## src/rtl/loom_dfx_quiesce.sv

```systemverilog
// ---------------------------------------------------------------------------
// loom_dfx_quiesce
//
// Quiesce controller for a DFX decoupler. It sits in the static region. It
// watches the AXI-Lite (interface 0) and AXI4 (interface 1) handshakes that
// cross into the reconfigurable partition and keeps a count of outstanding
// transactions. When software asks for a decouple, the controller blocks new
// requests from the static masters. It then waits for all in-flight traffic
// to finish before it raises the decoupler's decouple input. This keeps any
// transaction from being split across a reconfiguration.
//
// Parameters
//   CNT_W          width of each outstanding-transaction counter
//   TIMEOUT_CYCLES drain cycles allowed before decouple is forced (>= 1)
//   SETTLE_CYCLES  cycles to wait after decouple_status falls (0 allowed)
//
// Ports
//   clk_i, rst_i        clock, asynchronous active-high reset
//   req_decouple_i      software level request, 1 = decouple the RP
//   decouple_o          to the decoupler's decouple input
//   decouple_status_i   from the decoupler's decouple_status output
//   block_o             to static masters: issue no new AW/AR/W while 1
//   done_o              decoupled and the decoupler confirms it
//   busy_o              in BLOCK, DRAIN or RECOUPLE
//   timeout_o           sticky: the last drain timed out
//   err_o               sticky until reset: a counter underflowed/saturated
//   i0_*                interface-0 (AXI-Lite) handshake snoop
//   i1_*                interface-1 (AXI4) handshake snoop, with wlast/rlast
// ---------------------------------------------------------------------------
module loom_dfx_quiesce #(
  parameter int CNT_W          = 8,
  parameter int TIMEOUT_CYCLES = 4096,
  parameter int SETTLE_CYCLES  = 4
) (
  input  logic clk_i,
  input  logic rst_i,
  input  logic req_decouple_i,
  output logic decouple_o,
  input  logic decouple_status_i,
  output logic block_o,
  output logic done_o,
  output logic busy_o,
  output logic timeout_o,
  output logic err_o,
  input  logic i0_awvalid,
  input  logic i0_awready,
  input  logic i0_wvalid,
  input  logic i0_wready,
  input  logic i0_bvalid,
  input  logic i0_bready,
  input  logic i0_arvalid,
  input  logic i0_arready,
  input  logic i0_rvalid,
  input  logic i0_rready,
  input  logic i1_awvalid,
  input  logic i1_awready,
  input  logic i1_wvalid,
  input  logic i1_wready,
  input  logic i1_bvalid,
  input  logic i1_bready,
  input  logic i1_arvalid,
  input  logic i1_arready,
  input  logic i1_rvalid,
  input  logic i1_rready,
  input  logic i1_wlast,
  input  logic i1_rlast
);

  localparam int TMR_W = (TIMEOUT_CYCLES > 1) ? $clog2(TIMEOUT_CYCLES) : 1;
  localparam int STL_W = (SETTLE_CYCLES > 0) ? $clog2(SETTLE_CYCLES + 1) : 1;
  localparam logic [TMR_W-1:0] TMR_LAST = TMR_W'(TIMEOUT_CYCLES - 1);
  localparam logic [STL_W-1:0] STL_LAST = STL_W'(SETTLE_CYCLES);

  typedef enum logic [2:0] {
    ST_COUPLED,
    ST_BLOCK,
    ST_DRAIN,
    ST_DECOUPLED,
    ST_RECOUPLE
  } state_e;

  state_e            state_q, state_d;
  logic [TMR_W-1:0]  timer_q, timer_d;
  logic [STL_W-1:0]  settle_q, settle_d;
  logic              timeout_hit;
  logic              drain_start;

  logic              decouple_q, decouple_d;
  logic              block_q, block_d;
  logic              done_q, done_d;
  logic              busy_q, busy_d;
  logic              timeout_q, timeout_d;
  logic              err_q, err_d;

  // Counter slots: 0 i0 AW, 1 i0 last-W, 2 i0 AR, 3 i1 AW, 4 i1 last-W, 5 i1 AR
  logic [5:0][CNT_W-1:0] cnt_q, cnt_d;
  logic [5:0]            cnt_inc;
  logic [5:0]            cnt_dec;
  logic                  cnt_en;
  logic                  cnt_err;
  logic                  drained;

  // Handshake detection. On AXI-Lite every W and R beat is a last beat.
  logic i0_aw_hs, i0_wl_hs, i0_b_hs, i0_ar_hs, i0_rl_hs;
  logic i1_aw_hs, i1_wl_hs, i1_b_hs, i1_ar_hs, i1_rl_hs;

  assign i0_aw_hs = i0_awvalid & i0_awready;
  assign i0_wl_hs = i0_wvalid  & i0_wready;
  assign i0_b_hs  = i0_bvalid  & i0_bready;
  assign i0_ar_hs = i0_arvalid & i0_arready;
  assign i0_rl_hs = i0_rvalid  & i0_rready;

  assign i1_aw_hs = i1_awvalid & i1_awready;
  assign i1_wl_hs = i1_wvalid  & i1_wready & i1_wlast;
  assign i1_b_hs  = i1_bvalid  & i1_bready;
  assign i1_ar_hs = i1_arvalid & i1_arready;
  assign i1_rl_hs = i1_rvalid  & i1_rready & i1_rlast;

  assign cnt_inc = {i1_ar_hs, i1_wl_hs, i1_aw_hs, i0_ar_hs, i0_wl_hs, i0_aw_hs};
  assign cnt_dec = {i1_rl_hs, i1_b_hs,  i1_b_hs,  i0_rl_hs, i0_b_hs,  i0_b_hs};

  // While decoupled, the decoupler answers on behalf of the RP. Its absorbed
  // responses do not belong to any tracked transaction, so counting stops.
  assign cnt_en  = ~(decouple_q | decouple_status_i);
  assign drained = (cnt_q == '0);

  // Counter next-state logic. A coincident increment and decrement cancel.
  // An underflow or saturation holds the count and raises the sticky error.
  // A forced (timed-out) decouple discards all history.
  always_comb begin
    cnt_d   = cnt_q;
    cnt_err = 1'b0;
    for (int k = 0; k < 6; k++) begin
      if (cnt_en && cnt_inc[k] && !cnt_dec[k]) begin
        if (&cnt_q[k]) begin
          cnt_err = 1'b1;
        end else begin
          cnt_d[k] = cnt_q[k] + CNT_W'(1);
        end
      end else if (cnt_en && cnt_dec[k] && !cnt_inc[k]) begin
        if (cnt_q[k] == '0) begin
          cnt_err = 1'b1;
        end else begin
          cnt_d[k] = cnt_q[k] - CNT_W'(1);
        end
      end
    end
    if (timeout_hit) begin
      cnt_d = '0;
    end
  end

  // Outstanding-transaction counter registers
  always_ff @(posedge clk_i or posedge rst_i) begin
    if (rst_i) begin
      cnt_q <= '0;
    end else begin
      cnt_q <= cnt_d;
    end
  end

  // State register, plus the drain/settle timers and the registered outputs
  always_ff @(posedge clk_i or posedge rst_i) begin
    if (rst_i) begin
      state_q    <= ST_COUPLED;
      timer_q    <= '0;
      settle_q   <= '0;
      decouple_q <= 1'b0;
      block_q    <= 1'b0;
      done_q     <= 1'b0;
      busy_q     <= 1'b0;
      timeout_q  <= 1'b0;
      err_q      <= 1'b0;
    end else begin
      state_q    <= state_d;
      timer_q    <= timer_d;
      settle_q   <= settle_d;
      decouple_q <= decouple_d;
      block_q    <= block_d;
      done_q     <= done_d;
      busy_q     <= busy_d;
      timeout_q  <= timeout_d;
      err_q      <= err_d;
    end
  end

  // Next-state logic. BLOCK always lasts one cycle, so a handshake that
  // coincides with the rise of block_o is still counted before the drain
  // check. DRAIN priority: abort, then drained, then timeout. Once RECOUPLE
  // sees status low, it runs the settle count to completion. It ignores any
  // new request until it is back in COUPLED.
  always_comb begin
    state_d     = state_q;
    timer_d     = timer_q;
    settle_d    = settle_q;
    timeout_hit = 1'b0;
    drain_start = 1'b0;
    case (state_q)
      ST_COUPLED: begin
        if (req_decouple_i) begin
          state_d = ST_BLOCK;
        end
      end
      ST_BLOCK: begin
        if (!req_decouple_i) begin
          state_d = ST_COUPLED;
        end else begin
          state_d     = ST_DRAIN;
          timer_d     = '0;
          drain_start = 1'b1;
        end
      end
      ST_DRAIN: begin
        timer_d = timer_q + TMR_W'(1);
        if (!req_decouple_i) begin
          state_d = ST_COUPLED;
        end else if (drained) begin
          state_d = ST_DECOUPLED;
        end else if (timer_q == TMR_LAST) begin
          state_d     = ST_DECOUPLED;
          timeout_hit = 1'b1;
        end
      end
      ST_DECOUPLED: begin
        if (!req_decouple_i) begin
          state_d  = ST_RECOUPLE;
          settle_d = '0;
        end
      end
      ST_RECOUPLE: begin
        if (!decouple_status_i || settle_q != '0) begin
          if (settle_q == STL_LAST) begin
            state_d = ST_COUPLED;
          end else begin
            settle_d = settle_q + STL_W'(1);
          end
        end
      end
      default: begin
        state_d = ST_COUPLED;
      end
    endcase
  end

  // Output logic. Outputs are computed from the next state and registered,
  // so each output flop matches the state register cycle for cycle.
  always_comb begin
    decouple_d = (state_d == ST_DECOUPLED);
    block_d    = (state_d != ST_COUPLED);
    busy_d     = (state_d == ST_BLOCK) || (state_d == ST_DRAIN) ||
                 (state_d == ST_RECOUPLE);
    done_d     = (state_d == ST_DECOUPLED) && decouple_status_i;
    timeout_d  = timeout_q;
    if (drain_start) begin
      timeout_d = 1'b0;
    end
    if (timeout_hit) begin
      timeout_d = 1'b1;
    end
    err_d      = err_q | cnt_err;
  end

  assign decouple_o = decouple_q;
  assign block_o    = block_q;
  assign done_o     = done_q;
  assign busy_o     = busy_q;
  assign timeout_o  = timeout_q;
  assign err_o      = err_q;

endmodule

```

## config.mk

```make
export PLATFORM = sky130hd
export DESIGN_NAME = loom_dfx_quiesce
export DESIGN_NICKNAME = d
export VERILOG_FILES = /design/src/rtl/loom_dfx_quiesce.sv
export SDC_FILE = /design/constraint.sdc
export NUM_CORES = 1
export LEC_CHECK = 0
export CAP_MARGIN = 10
export CORE_AREA = 8 8 110 112
export CTS_BUF_LIST = sky130_fd_sc_hd__clkbuf_4
export DETAILED_ROUTE_END_ITERATION = 12
export DIE_AREA = 0 0 118 120
export GPL_ROUTABILITY_DRIVEN = 0
export GPL_TIMING_DRIVEN = 0
export PLACE_DENSITY = 0.64
export SYNTH_ARGS = -nofsm -noshare
export SYNTH_HDL_FRONTEND = slang
export SYNTH_SLANG_ARGS = --single-unit
```

## constraint.sdc

```tcl
create_clock -name clk_i -period 2.95 [get_ports clk_i]
set_input_delay 0.59 -clock clk_i [delete_from_list [all_inputs] [get_ports clk_i]]
set_output_delay 0.59 -clock clk_i [all_outputs]
set_load 0.02 [all_outputs]
```

* Yosys cells after proc, flatten, opt, wreduce, memory -nomap -nowiden
Cells that the tools add are included.
** Word-level totals
- Flip-flop bits (word level) :: 72
- Input bits :: 26
- Output and inout bits :: 6
- Word-level logic and storage cells :: 212
** Operators by class
- Add/subtract/negate cells :: 14
- Equality and inequality tests :: 26
- Multiplexer cells :: 72
- Bitwise gates (word level) :: 15
- Reduce and logical (&&, ||, !) cells :: 70
** Operators by type and width (count)
- two-way mux 8 bit :: 24
- adder 8 x 1 -> 8 bit (second input constant) :: 6
- logical NOT 48 bit :: 1
- logical NOT 8 bit :: 6
- two-way mux 48 bit :: 1
- AND reduction 8 bit :: 6
- subtractor 8 x 1 -> 8 bit (second input constant) :: 6
- inequality test 3 bit (second input constant) :: 12
- two-way mux 1 bit :: 32
- two-way mux 3 bit :: 10
- one-hot mux 12 bit (2 select lines) :: 1
- nonzero test 3 bit :: 8
- logical AND 1 bit :: 23
- AND reduction 3 bit :: 6
- one-hot mux 3 bit (5 select lines) :: 1
- adder 12 x 1 -> 12 bit (second input constant) :: 1
- bitwise AND 1 bit :: 12
- == test 12 bit (second input constant) :: 1
- == test 3 x 2 -> 1 bit (second input constant) :: 4
- two-way mux 12 bit :: 1
- logical NOT 1 bit :: 11
- == test 3 bit (second input constant) :: 3
- inequality test 2 bit (second input constant) :: 4
- == test 3 x 1 -> 1 bit (second input constant) :: 2
- other kinds (10) :: 15

* Longest topological paths before layout
Gate-level depths: netlist (run 1).
- Word-level depth :: 22
- Mapped depth :: 9

* Worst setup path after synthesis (run 1)
Ideal clock, no wire load.
- Kind :: input port to flip-flop
- From :: input port decouple_status_i
- To :: register cnt_q[23] (netlist name)
- Setup time :: 0.122 ns
- Arrival time :: 2.695 ns
- Path slack :: 0.134 ns
- Stages :: 9
- Cells stage by stage :: nor2_1 -> nand4_1 -> ha_1 -> a21oi_1 -> o211ai_1 -> o41ai_1 -> mux2i_1 -> xor2_1 -> nor2_1
** On the way
- Cells in the longest elaborated chain, start to end :: 6
** RTL lines
- start: declaration :: RTL line 39 : input logic decouple_status_i,
- bitwise OR 1 bit (*) :: RTL line 124 : assign cnt_en = ~(decouple_q | decouple_status_i);
- inverter 1 bit (*) :: RTL line 124
- logical AND 1 bit (on tied branches) (2 in series) :: RTL line 134, 140
- inequality test 3 bit (no source line), or another cell as far along
- AND reduction 3 bit (no source line) / two-way mux 48 bit (equally long branches)
- end signal: assignment :: RTL line 158 : cnt_q <= cnt_d;
- end: declaration :: RTL line 96 : logic [5:0][CNT_W-1:0] cnt_q, cnt_d;
Every way passes the cells marked *; elsewhere a longest branch is shown, timed or not.
A chain may end at the register's enable or synchronous reset.

* Worst setup path in the final report (run 1)
- From :: input port i1_wlast
- To :: register cnt_q[39] (netlist name)
** On the way
- Cells in the longest elaborated chain, start to end :: 5
** RTL lines
- start: declaration :: RTL line 65 : input logic i1_wlast,
- bitwise AND 1 bit (*) :: RTL line 114 : assign i1_wl_hs = i1_wvalid & i1_wready & i1_wlast;
- logical AND 1 bit / logical NOT 1 bit (equally long branches) :: RTL line 134, 140
- logical AND 1 bit (on tied branches) :: RTL line 134, 140
- inequality test 3 bit (no source line), or another cell as far along
- AND reduction 3 bit (no source line) / two-way mux 48 bit (equally long branches)
Marked as above.

==> results.sh, run 1 <==
export IMPL_ctsHoldBuffers=0
export IMPL_drv_slew=0
export IMPL_path_cells="clkdlybuf4s50_1 > and3_1 > nand3_2 > ha_1 > a21oi_1 > o211ai_1 > o41ai_2 > mux2i_1 > xor2_1 > nor2_1"
export IMPL_wl_um=11600
export IMPL_grt_max_degree=42
export IMPL_nets=665
export IMPL_seqPwrFrac_pct=32.4
export IMPL_netlist_top_cells_count="83 x nor2_1, 72 x dfrtp_1, 39 x ha_1, 39 x xnor2_1, 37 x mux2i_1"
export IMPL_cts_buffer_depth=2
export IMPL_crit_arrival_ps=3080
export IMPL_vias=4199
export IMPL_grt_ovfl_total=0
export IMPL_crit_path_top_delay_cell="clkdlybuf4s50_1"
export IMPL_whs_ps=492
export IMPL_crit_family="compound AO/OA/AOI/OAI gates"
export IMPL_numCtsBuffers=9
export IMPL_startpoint="i1_wlast"
export IMPL_cts_tree="yes"
export IMPL_p_leak_nw=2.40
export IMPL_drtPass1Iterations=4
export IMPL_startpoint_type="input pin"
export IMPL_drc=0
export IMPL_fin_util_pct=55.6
export IMPL_clk_latency_ps=430
export IMPL_synth_seq_area_share_pct=35.9
export IMPL_core_area_um2=10500
export IMPL_rrSetupSlack_ps=260
export IMPL_n_antenna_cell=0
export IMPL_run_status="completed"
export IMPL_num_rows=38
export IMPL_grt_pass1_wl_um=19700
export IMPL_power_frac_comb_pct=54.7
export IMPL_min_path_type="register to register"
export IMPL_grt_pass1_vias=4226
export IMPL_cts_root_buf="clkbuf_4"
export IMPL_cts_sinks=72
export IMPL_hold_violations=0
export IMPL_wl_per_cell_um=15.7
export IMPL_drive_gt1_share_pct=10.0
export IMPL_initial_core_util_pct=47.8
export IMPL_syn_to_final_growth_pct=16.4
export IMPL_hpwlAfterDp_um=8550
export IMPL_post_route_period_util_pct=93.8
export IMPL_postRouteAntennaNets=0
export IMPL_via_per_inst=5.68
export IMPL_synth_area_leaders="dfrtp_1 36%, ha_1 9.7%, mux2i_1 7.4%"
export IMPL_die_width_um=118
export IMPL_drv_cap=0
export IMPL_drtIter0Drc=263
export IMPL_synth_area_per_cell_um2=9.32
export IMPL_path_clk_slew_ps=120
export IMPL_die_y_um=120
export IMPL_crit_path_end_kind="register"
export IMPL_tightestPinTransition_ps=991
export IMPL_dieArea_um2=14200
export IMPL_synth_area_um2=5020
export IMPL_path_class="input pin to register"
export IMPL_min_period_ps=2770
export IMPL_power_density_nw_per_um2=984
export IMPL_vdd_ir_drop_max_mv=0.549
export IMPL_synth_top_area_cell="dfrtp_1"
export IMPL_setup_viol=0
export IMPL_relSlewSlack_pct=33.4
export IMPL_syn_inst=539
export IMPL_synth_flop_cell="dfrtp_1"
export IMPL_io_pin_count=32
export IMPL_required_ps=3270
export IMPL_min_delay_start="timer_q[11]"
export IMPL_synth_cell_types=49
export IMPL_grt_usage_pct=16.9
export IMPL_synth_most_common_cell="nor2_1"
export IMPL_port_buffers=31
export IMPL_p_switching_mw=2.49
export IMPL_yosysWarnings=0
export IMPL_rsz0062_at_grt="false"
export IMPL_crit_fanout=8
export IMPL_synth_edf_count=0
export IMPL_p_int_mw=3.26
export IMPL_p_sw_share_pct=43.3
export IMPL_htreeDepth=3
export IMPL_p_clk_share_pct=12.9
export IMPL_clock_fmax_mhz=362
export IMPL_crit_buf_inv=1
export IMPL_netlist_area_leader_share_pct=35.9
export IMPL_worstReg2RegStart="decouple_o"
export IMPL_antenna_found_initial=0
export IMPL_finClkSkew_ps=14.3
export IMPL_max_stage_delay_ps=460
export IMPL_async_reset_ff_share_pct=100
export IMPL_ys_seq_elements=72
export IMPL_syn_num_nets=610
[cells by family after synthesis]
logic type / share of synthesized area [%]
fa+ha+maj: 12.1
simple gates: 21.2
flops: 35.9
mux: 7.37
buf+inv: 2.09
compound gates: 14.0
xor+xnor: 7.32
[cells in the final DEF (no fill, tap or decap), types with 8 or more instances in the layout]
cell	count
clkdlybuf4s50_1	30
nor4_1	8
ha_1	39
nand4_1	22
nand3_1	25
a21o_1	8
nand2_1	27
o21ai_0	21
clkbuf_4	10
or4_1	8
xnor2_1	39
dfrtp_1	72
mux2i_1	37
inv_1	10
a21oi_1	27
nor3_1	9
nor2_1	82
buf_4	12
[worst paths after layout]
| kind | endpoint | cells after the start |
|---|---|---|
| max | cnt_q[39] | 10 |
| min | timer_q[11] | 1 |
| max reg2reg | cnt_q[23] | 10 |
| min reg2reg | timer_q[11] | 1 |
| max in group asynchronous | cnt_q[26] | 3 |
| min in group asynchronous | timer_q[3] | 2 |
[per-stage QoR]
| step | TNS (ps) | std cells | setup WS (ps) | instance area (um^2) | power [mW] |
|---|---|---|---|---|---|
| after global routing | 0 | 739 | 26.1 | 5840 | 6.30 |
| after global placement | -77970 | 710 | -1090 | 5510 | 4.79 |
| after detailed placement | -26460 | 711 | -1100 | 5530 | 4.92 |
| final | 0 | 739 | 184 | 5840 | 5.75 |
| after CTS | 0 | 737 | 4.78 | 5810 | 5.74 |
| after floorplan | 0 | 539 | 134 | 5020 | 4.26 |
[state kept, by name (all words and copies together) (netlist names)]
signal and count:
settle_q 3, busy_o 1, err_o 1, block_o 1
timer_q 12, state_q 3, decouple_o 1, done_o 1
cnt_q 48, timeout_o 1
[power by group through the flow]
stage	Combinational, mW	Clock [mW]	Sequential (mW)
after floorplan	2.48	0	1.78
after global placement	2.92	0	1.86
after detailed placement	3.04	0	1.88
after CTS	3.11	0.765	1.86
after global routing	3.57	0.798	1.93
final	3.15	0.741	1.86
[layer usage]
metal  share of wire [%]  up-vias  wire [um]  track usage [%]
li1                    -     2099          -                -
met1                  45     2030       5260             20.6
met2                  49       60       5730             29.3
met3                 4.2       10        491             3.62
met4                 1.1        0        123             5.12
met5                   0        -          0                0
[layout make-up]
| cell class | instances | area (um^2) |
|---|---|---|
| Tap cell | 140 | 175 |
| Clock buffer | 10 | 75.1 |
| Sequential cell | 72 | 1800 |
| Buffer | 14 | 63.8 |
| Inverter | 11 | 43.8 |
| Clock inverter | 6 | 92.6 |
| Fill cell | 946 | 4660 |
| Multi-Input combinational cell | 443 | 3180 |
| Timing Repair Buffer | 43 | 415 |
[what timing repair did]
| action | CTS | global route |
|---|---|---|
| pin swaps | 4 | 2 |
| buffers inserted | 10 | 1 |
| gates cloned | 0 | 1 |
| setup endpoints to repair | 28 | 8 |
| gates resized for setup | 7 | 3 |
(Power assumes the default switching activity.)
==> run 2: changes to the inputs <==
==> config.mk (replaced) <==
export PLATFORM = sky130hd
export DESIGN_NAME = loom_dfx_quiesce
export DESIGN_NICKNAME = d
export VERILOG_FILES = /design/src/rtl/loom_dfx_quiesce.sv
export SDC_FILE = /design/constraint.sdc
export NUM_CORES = 1
export LEC_CHECK = 0
export ABC_AREA = 1
export CAP_MARGIN = 10
export CELL_PAD_IN_SITES_DETAIL_PLACEMENT = 0
export CELL_PAD_IN_SITES_GLOBAL_PLACEMENT = 1
export CORE_AREA = 8 8 118 120
export CTS_BUF_LIST = sky130_fd_sc_hd__clkbuf_4
export DETAILED_ROUTE_END_ITERATION = 12
export DIE_AREA = 0 0 126 128
export GPL_ROUTABILITY_DRIVEN = 0
export GPL_TIMING_DRIVEN = 0
export PLACE_DENSITY = 0.78
export SYNTH_ARGS = -nofsm -noshare
export SYNTH_HDL_FRONTEND = slang
export SYNTH_SLANG_ARGS = --single-unit
==> run 2 against run 1 <==
Global-route usage is 0.096 points higher. Combinational power hardly changed. Power is 0.41% lower. Clock power is 1% lower. Clock skew is 5.0 ps lower. First-iteration DRC count is 8.4% lower. Synthesized cell count is 40% higher. Synthesized area is 8.3% higher. Maximum frequency is 3.2% higher.
==> results.sh, run 2 <==
export IMPL_required_ps=3340
export IMPL_post_cts_buffers=0
export IMPL_syn_inst=755
export IMPL_drv_slew=0
export IMPL_synth_area_leaders="dfrtp_1 33%, nand2_1 14%, nand3_1 10%"
export IMPL_regMostFlops="cnt_q"
export IMPL_power_density_nw_per_um2=935
export IMPL_relSlewSlack_pct=62.9
export IMPL_path_class="input pin to register"
export IMPL_min_path_type="input pin to asynchronous set/reset pin"
export IMPL_crit_fanout=10
export IMPL_cts_sinks=72
export IMPL_grt_max_degree=67
export IMPL_core_area_um2=12200
export IMPL_crit_path_top_delay_cell="ha_1"
export IMPL_synth_cell_types=37
export IMPL_setup_viol=0
export IMPL_initial_core_util_pct=44.5
export IMPL_synth_edf_count=0
export IMPL_wl_per_cell_um=13.7
export IMPL_p_leak_nw=3.07
export IMPL_drive_gt1_share_pct=5.48
export IMPL_wl_um=13000
export IMPL_drv_cap=0
export IMPL_power_total_mw=5.73
export IMPL_dpl_cell_area_um2=5970
export IMPL_post_route_period_util_pct=90.8
export IMPL_synth_top_family_by_area="simple AND/OR/NAND/NOR gates"
export IMPL_final_area_um2=6120
export IMPL_synth_area_per_cell_um2=7.20
export IMPL_yosysWarnings=0
export IMPL_grt_ovfl_total=0
export IMPL_rrSetupSlack_ps=450
export IMPL_nets=869
export IMPL_min_period_ps=2680
export IMPL_synth_most_common_cell="nand2_1"
export IMPL_synth_area_um2=5440
export IMPL_synth_seq_area_share_pct=33.1
export IMPL_htreeDepth=3
export IMPL_via_per_inst=5.28
export IMPL_async_reset_ff_share_pct=100
export IMPL_io_pin_count=32
export IMPL_drtIter0Drc=241
export IMPL_die_y_um=128
export IMPL_crit_arrival_ps=3070
export IMPL_fin_util_pct=50.2
export IMPL_grt_usage_pct=17.0
export IMPL_syn_to_final_growth_pct=12.6
export IMPL_startpoint_type="input pin"
export IMPL_path_clk_slew_ps=120
export IMPL_synthSimpleGateAreaFrac_pct=35.1
export IMPL_layout_commonest_cell="nand2_1"
export IMPL_cp_common_cell="nand2_1"
export IMPL_tightestPinTransition_ps=555
export IMPL_path_cells="clkdlybuf4s50_1 > nor2_1 > buf_4 > nand3_1 > ha_1 > a21oi_1 > nand2_1 > nand2_1 > nand3_1 > nand2_1 > inv_1 > nor2_1 > nand3_1 > nand2_1"
export IMPL_largest_register_ffs=48
export IMPL_layout_common_cells="203 x nand2_1, 110 x nand3_1, 78 x inv_1"
export IMPL_cts_buffer_depth=2
export IMPL_crit_buf_inv=3
export IMPL_finClkSkew_ps=9.30
export IMPL_vias=5035
export IMPL_drc=0
export IMPL_reg_top3="cnt_q: 48 flops, timer_q: 12 flops"
export IMPL_clk_latency_ps=440
export IMPL_num_rows=41
export IMPL_max_stage_delay_ps=500
export IMPL_drtPass1Iterations=5
export IMPL_clock_fmax_mhz=373
export IMPL_netlist_area_leader_share_pct=33.1
export IMPL_cts_root_buf="clkbuf_4"
export IMPL_hold_violations=0
export IMPL_hpwlAfterDp_um=10000
export IMPL_n_antenna_cell=0
export IMPL_grt_pass1_vias=4680
export IMPL_die_width_um=126
export IMPL_numCtsBuffers=9
export IMPL_syn_num_nets=826
export IMPL_port_buffers=31
export IMPL_vdd_ir_drop_max_mv=0.450
export IMPL_rsz0062_at_grt="false"
export IMPL_run_status="completed"
export IMPL_dieArea_um2=16100
export IMPL_synth_top_area_cell="dfrtp_1"
export IMPL_grt_pass1_wl_um=22400
export IMPL_netlist_top_cells_count="203 x nand2_1, 110 x nand3_1, 80 x inv_1"
export IMPL_synth_xor_area_share_pct=4.19
export IMPL_postRouteAntennaNets=0
export IMPL_crit_family="simple AND/OR/NAND/NOR gates"
export IMPL_synth_compound_area_share_pct=9.09
export IMPL_cts_tree="yes"
export IMPL_synth_mux_area_share_pct=0.184
export IMPL_ys_seq_elements=72
export IMPL_antenna_found_initial=0
export IMPL_crit_path_end_kind="register"
export IMPL_synth_flop_cell="dfrtp_1"
export IMPL_synthAdderAreaFrac_pct=11.2
==> run 2: cell types whose count changed in the layout (fill, tap and decap cells not counted), moves of 18 or more <==
cell,delta
nand2_1,+176
nand3_1,+85
inv_1,+68
mux2i_1,-36
xnor2_1,-26
nor2_1,-18
==> run 2: worst register-to-register path: stages, from the launching register on <==
cell and delay, ps:
dfrtp_1 410, nor2_1 160, buf_4 220, nand3_1 360, ha_1 510, a21oi_1 150, nand2_1 120, nand2_1 80
nand3_1 120, nand2_1 90, inv_1 40, nor2_1 80, nand3_1 70, nand2_1 60
==> run 2: cell families (layout without fill, tap and decap cells) <==
kind of cell | after synthesis | in the layout
flops | 72 | 72
xor+xnor | 26 | 26
mux | 1 | 1
simple gates | 430 | 430
buf+inv | 91 | 139
compound gates | 90 | 90
fa+ha+maj | 45 | 45
==> run 2: per-stage QoR <==
stage,worst slack [ps],hold WS [ps],instances,setup TNS (ps)
after floorplan,535,463,755,0
after global placement,-799,489,936,-58710
final,270,369,953,0
after detailed placement,-222,495,937,-2290
after CTS,253,338,953,0
after global routing,68.8,346,953,0
==> run 2: area by class of cell <==
type / instances / area (um^2)
multi-input combinational: 592 / 3250
timing repair buffer: 32 / 338
clock inverter: 4 / 68.8
clock buffer: 12 / 90.1
buffer: 9 / 78.8
inverter: 82 / 310
sequential: 72 / 1800
fill: 1258 / 6080
tap: 150 / 188
==> run 2: where the power goes <==
group	leakage, nW	switching [mW]	internal (mW)	total (mW)
clock network	0.0890	0.362	0.369	0.731
registers	0.916	0.478	1.36	1.84
logic	2.07	1.81	1.35	3.16
total	3.07	2.65	3.08	5.73
==> run 2: path summary, 6_finish.rpt <==
kind,to,startpoint,cells past startpoint
worst max-delay path,cnt_q[47],decouple_status_i,14
worst min-delay path,timer_q[11],rst_i,2
worst max register to register,cnt_q[47],decouple_o,13
worst min register to register,timer_q[10],timer_q[10],1
max in group asynchronous,cnt_q[1],rst_i,3
min in group clk_i,timer_q[10],timer_q[10],1
==> run 2: routing by layer <==
layer	GRT usage (%)	wire, um
met4	4.67	148
met3	3.12	329
met5	0	0
met1	22.9	6580
met2	27.3	5970
==> run 2: repair_timing <==
| action | 4_1_cts | 5_1_grt |
|---|---|---|
| hold buffers | 0 | 0 |
| endpoints found under the setup margin | 0 | 1 |
| resized for setup | 0 | 1 |
==> run 3: changes to the inputs <==
--- a/config.mk
+++ b/config.mk
@@ -9,10 +9,10 @@
 export CAP_MARGIN = 10
 export CELL_PAD_IN_SITES_DETAIL_PLACEMENT = 0
 export CELL_PAD_IN_SITES_GLOBAL_PLACEMENT = 1
-export CORE_AREA = 8 8 118 120
+export CORE_AREA = 2 2 112 114
 export CTS_BUF_LIST = sky130_fd_sc_hd__clkbuf_4
 export DETAILED_ROUTE_END_ITERATION = 12
-export DIE_AREA = 0 0 126 128
+export DIE_AREA = 0 0 114 116
 export GPL_ROUTABILITY_DRIVEN = 0
 export GPL_TIMING_DRIVEN = 0
 export PLACE_DENSITY = 0.78
==> run 3 against run 2 <==
Combinational power about the same. Die area decreased by 18%. Worst setup slack got worse by 10 ps. Critical endpoint is now cnt_q[7]. Flip-flop and latch count unchanged. Routed wire length decreased by 0.38%. Largest cell class unchanged. Core utilization increased by 0.61 points. Clock power decreased by 30%. Power decreased by 3.9%. Sequential share of layout area increased by 0.37 points. Clock skew increased by 1.2 ps. Design area decreased by 1.2%. Hold slack improved by 120 ps.
==> results.sh, run 3 (synthesis gave the netlist of run 2 again) <==
export IMPL_initial_core_util_pct=45.7
export IMPL_layout_common_cells="203 x nand2_1, 110 x nand3_1, 78 x inv_1"
export IMPL_crit_family="simple AND/OR/NAND/NOR gates"
export IMPL_post_cts_buffers=0
export IMPL_power_total_mw=5.50
export IMPL_dpl_cell_area_um2=5950
export IMPL_path_class="input pin to register"
export IMPL_hpwlAfterDp_um=9940
export IMPL_via_per_inst=5.30
export IMPL_layout_commonest_cell="nand2_1"
export IMPL_drv_slew=0
export IMPL_cts_sinks=72
export IMPL_run_status="completed"
export IMPL_grt_max_degree=39
export IMPL_dieArea_um2=13200
export IMPL_min_path_type="register to register"
export IMPL_grt_usage_pct=20.7
export IMPL_seqCellArea_um2=1800
export IMPL_crit_arrival_ps=3060
export IMPL_clk_latency_ps=450
export IMPL_cts_tree="yes"
export IMPL_vias=5024
export IMPL_wl_um=13000
export IMPL_drv_cap=0
export IMPL_crit_fanout=10
export IMPL_rsz0062_at_grt="true"
export IMPL_setup_viol=0
export IMPL_nFillCells=1209
export IMPL_tightestPinTransition_ps=527
export IMPL_core_area_um2=11900
export IMPL_port_buffers=31
export IMPL_finClkSkew_ps=10.5
export IMPL_fin_util_pct=50.8
export IMPL_drc=0
export IMPL_grt_pass1_wl_um=21800
export IMPL_startpoint_type="input pin"
export IMPL_drive_gt1_share_pct=4.99
export IMPL_final_area_um2=6050
export IMPL_multi_input_area_um2=3250
export IMPL_power_density_nw_per_um2=910
export IMPL_drtPass1Iterations=5
export IMPL_regMostFlops="cnt_q"
export IMPL_cts_root_buf="clkbuf_4"
export IMPL_htreeDepth=3
export IMPL_min_period_ps=2690
export IMPL_clock_fmax_mhz=372
export IMPL_required_ps=3320
export IMPL_reg_top3="cnt_q: 48 flops, timer_q: 12 flops"
export IMPL_n_antenna_cell=0
export IMPL_num_rows=40
export IMPL_ctsHoldBuffers=0
export IMPL_post_route_period_util_pct=91.2
export IMPL_postRouteAntennaNets=0
export IMPL_grt_pass1_vias=4624
export IMPL_wl_per_cell_um=13.7
export IMPL_drtIter0Drc=250
export IMPL_crit_path_top_delay_cell="ha_1"
export IMPL_path_cells="clkdlybuf4s50_1 > nor2_1 > buf_4 > nand3_1 > ha_1 > a21oi_1 > nand2_1 > and2_1 > o21ai_0 > nand2_1 > o21ai_1"
export IMPL_crit_buf_inv=2
export IMPL_vdd_ir_drop_max_mv=0.401
export IMPL_largest_register_ffs=48
export IMPL_hold_violations=0
export IMPL_io_pin_count=32
export IMPL_syn_to_final_growth_pct=11.2
export IMPL_crit_path_end_kind="register"
export IMPL_cp_common_cell="nand2_1"
export IMPL_die_width_um=114
export IMPL_die_y_um=116
export IMPL_cts_buffer_depth=2
export IMPL_antenna_found_initial=0
export IMPL_grt_ovfl_total=0
export IMPL_p_leak_nw=3.04
export IMPL_numCtsBuffers=9
export IMPL_relSlewSlack_pct=64.7
export IMPL_max_stage_delay_ps=510
export IMPL_path_clk_slew_ps=110
export IMPL_nets=869
run 3: cell type report:
type | count | share of cell area [%]
multi-input combinational | 592 | 53.7
buffer | 9 | 1.30
sequential | 72 | 29.8
clock inverter | 3 | 0.186
timing repair buffer | 32 | 5.46
tap | 147 | 3.04
inverter | 82 | 5.13
clock buffer | 11 | 1.37
run 3: what timing repair did:
item / in CTS / in global routing
gates resized for setup: 0 / 1
endpoints found under the setup margin: 0 / 3
hold endpoints to repair: 0 / 0
run 3: stage by stage:
stage | setup TNS, ps | std cells | hold WS, ps | setup slack, ps
after floorplan | 0 | 755 | 463 | 535
after global placement | -61240 | 933 | 466 | -832
after detailed placement | -2140 | 934 | 471 | -254
after CTS | 0 | 948 | 495 | 238
after global routing | -31.8 | 948 | 516 | -19.0
final | 0 | 948 | 492 | 260
run 3: report_power, final:
part | internal, mW | switching, mW
clock network | 0.175 | 0.334
registers | 1.36 | 0.482
logic | 1.35 | 1.80
total | 2.89 | 2.61
run 3: final timing paths:
path | from | cells after the start | slack [ps] | endpoint
max in group asynchronous | rst_i | 3 | 1880 | cnt_q[22]
worst min register to register | timeout_o | 2 | 490 | timeout_o
worst max-delay path | decouple_status_i | 11 | 260 | cnt_q[7]
min in group asynchronous | rst_i | 2 | 500 | cnt_q[29]
worst min-delay path | timeout_o | 2 | 490 | timeout_o
worst max register to register | decouple_o | 10 | 440 | cnt_q[7]
run 3: layer usage:
| layer | global-route usage [%] | vias to the layer above | wire length [um] |
|---|---|---|---|
| met1 | 27.0 | 2331 | 6100 |
| met3 | 2.67 | 15 | 338 |
| li1 | - | 2608 | - |
| met4 | 7.24 | 0 | 212 |
| met2 | 35.5 | 70 | 6330 |
| met5 | 0 | - | 0 |
run 3: tightest hold or removal path, delay by kind of cell (launching register included):
kind             cells  cell delay [ps]
DFF                  1              360
and+or+nand+nor      2              110
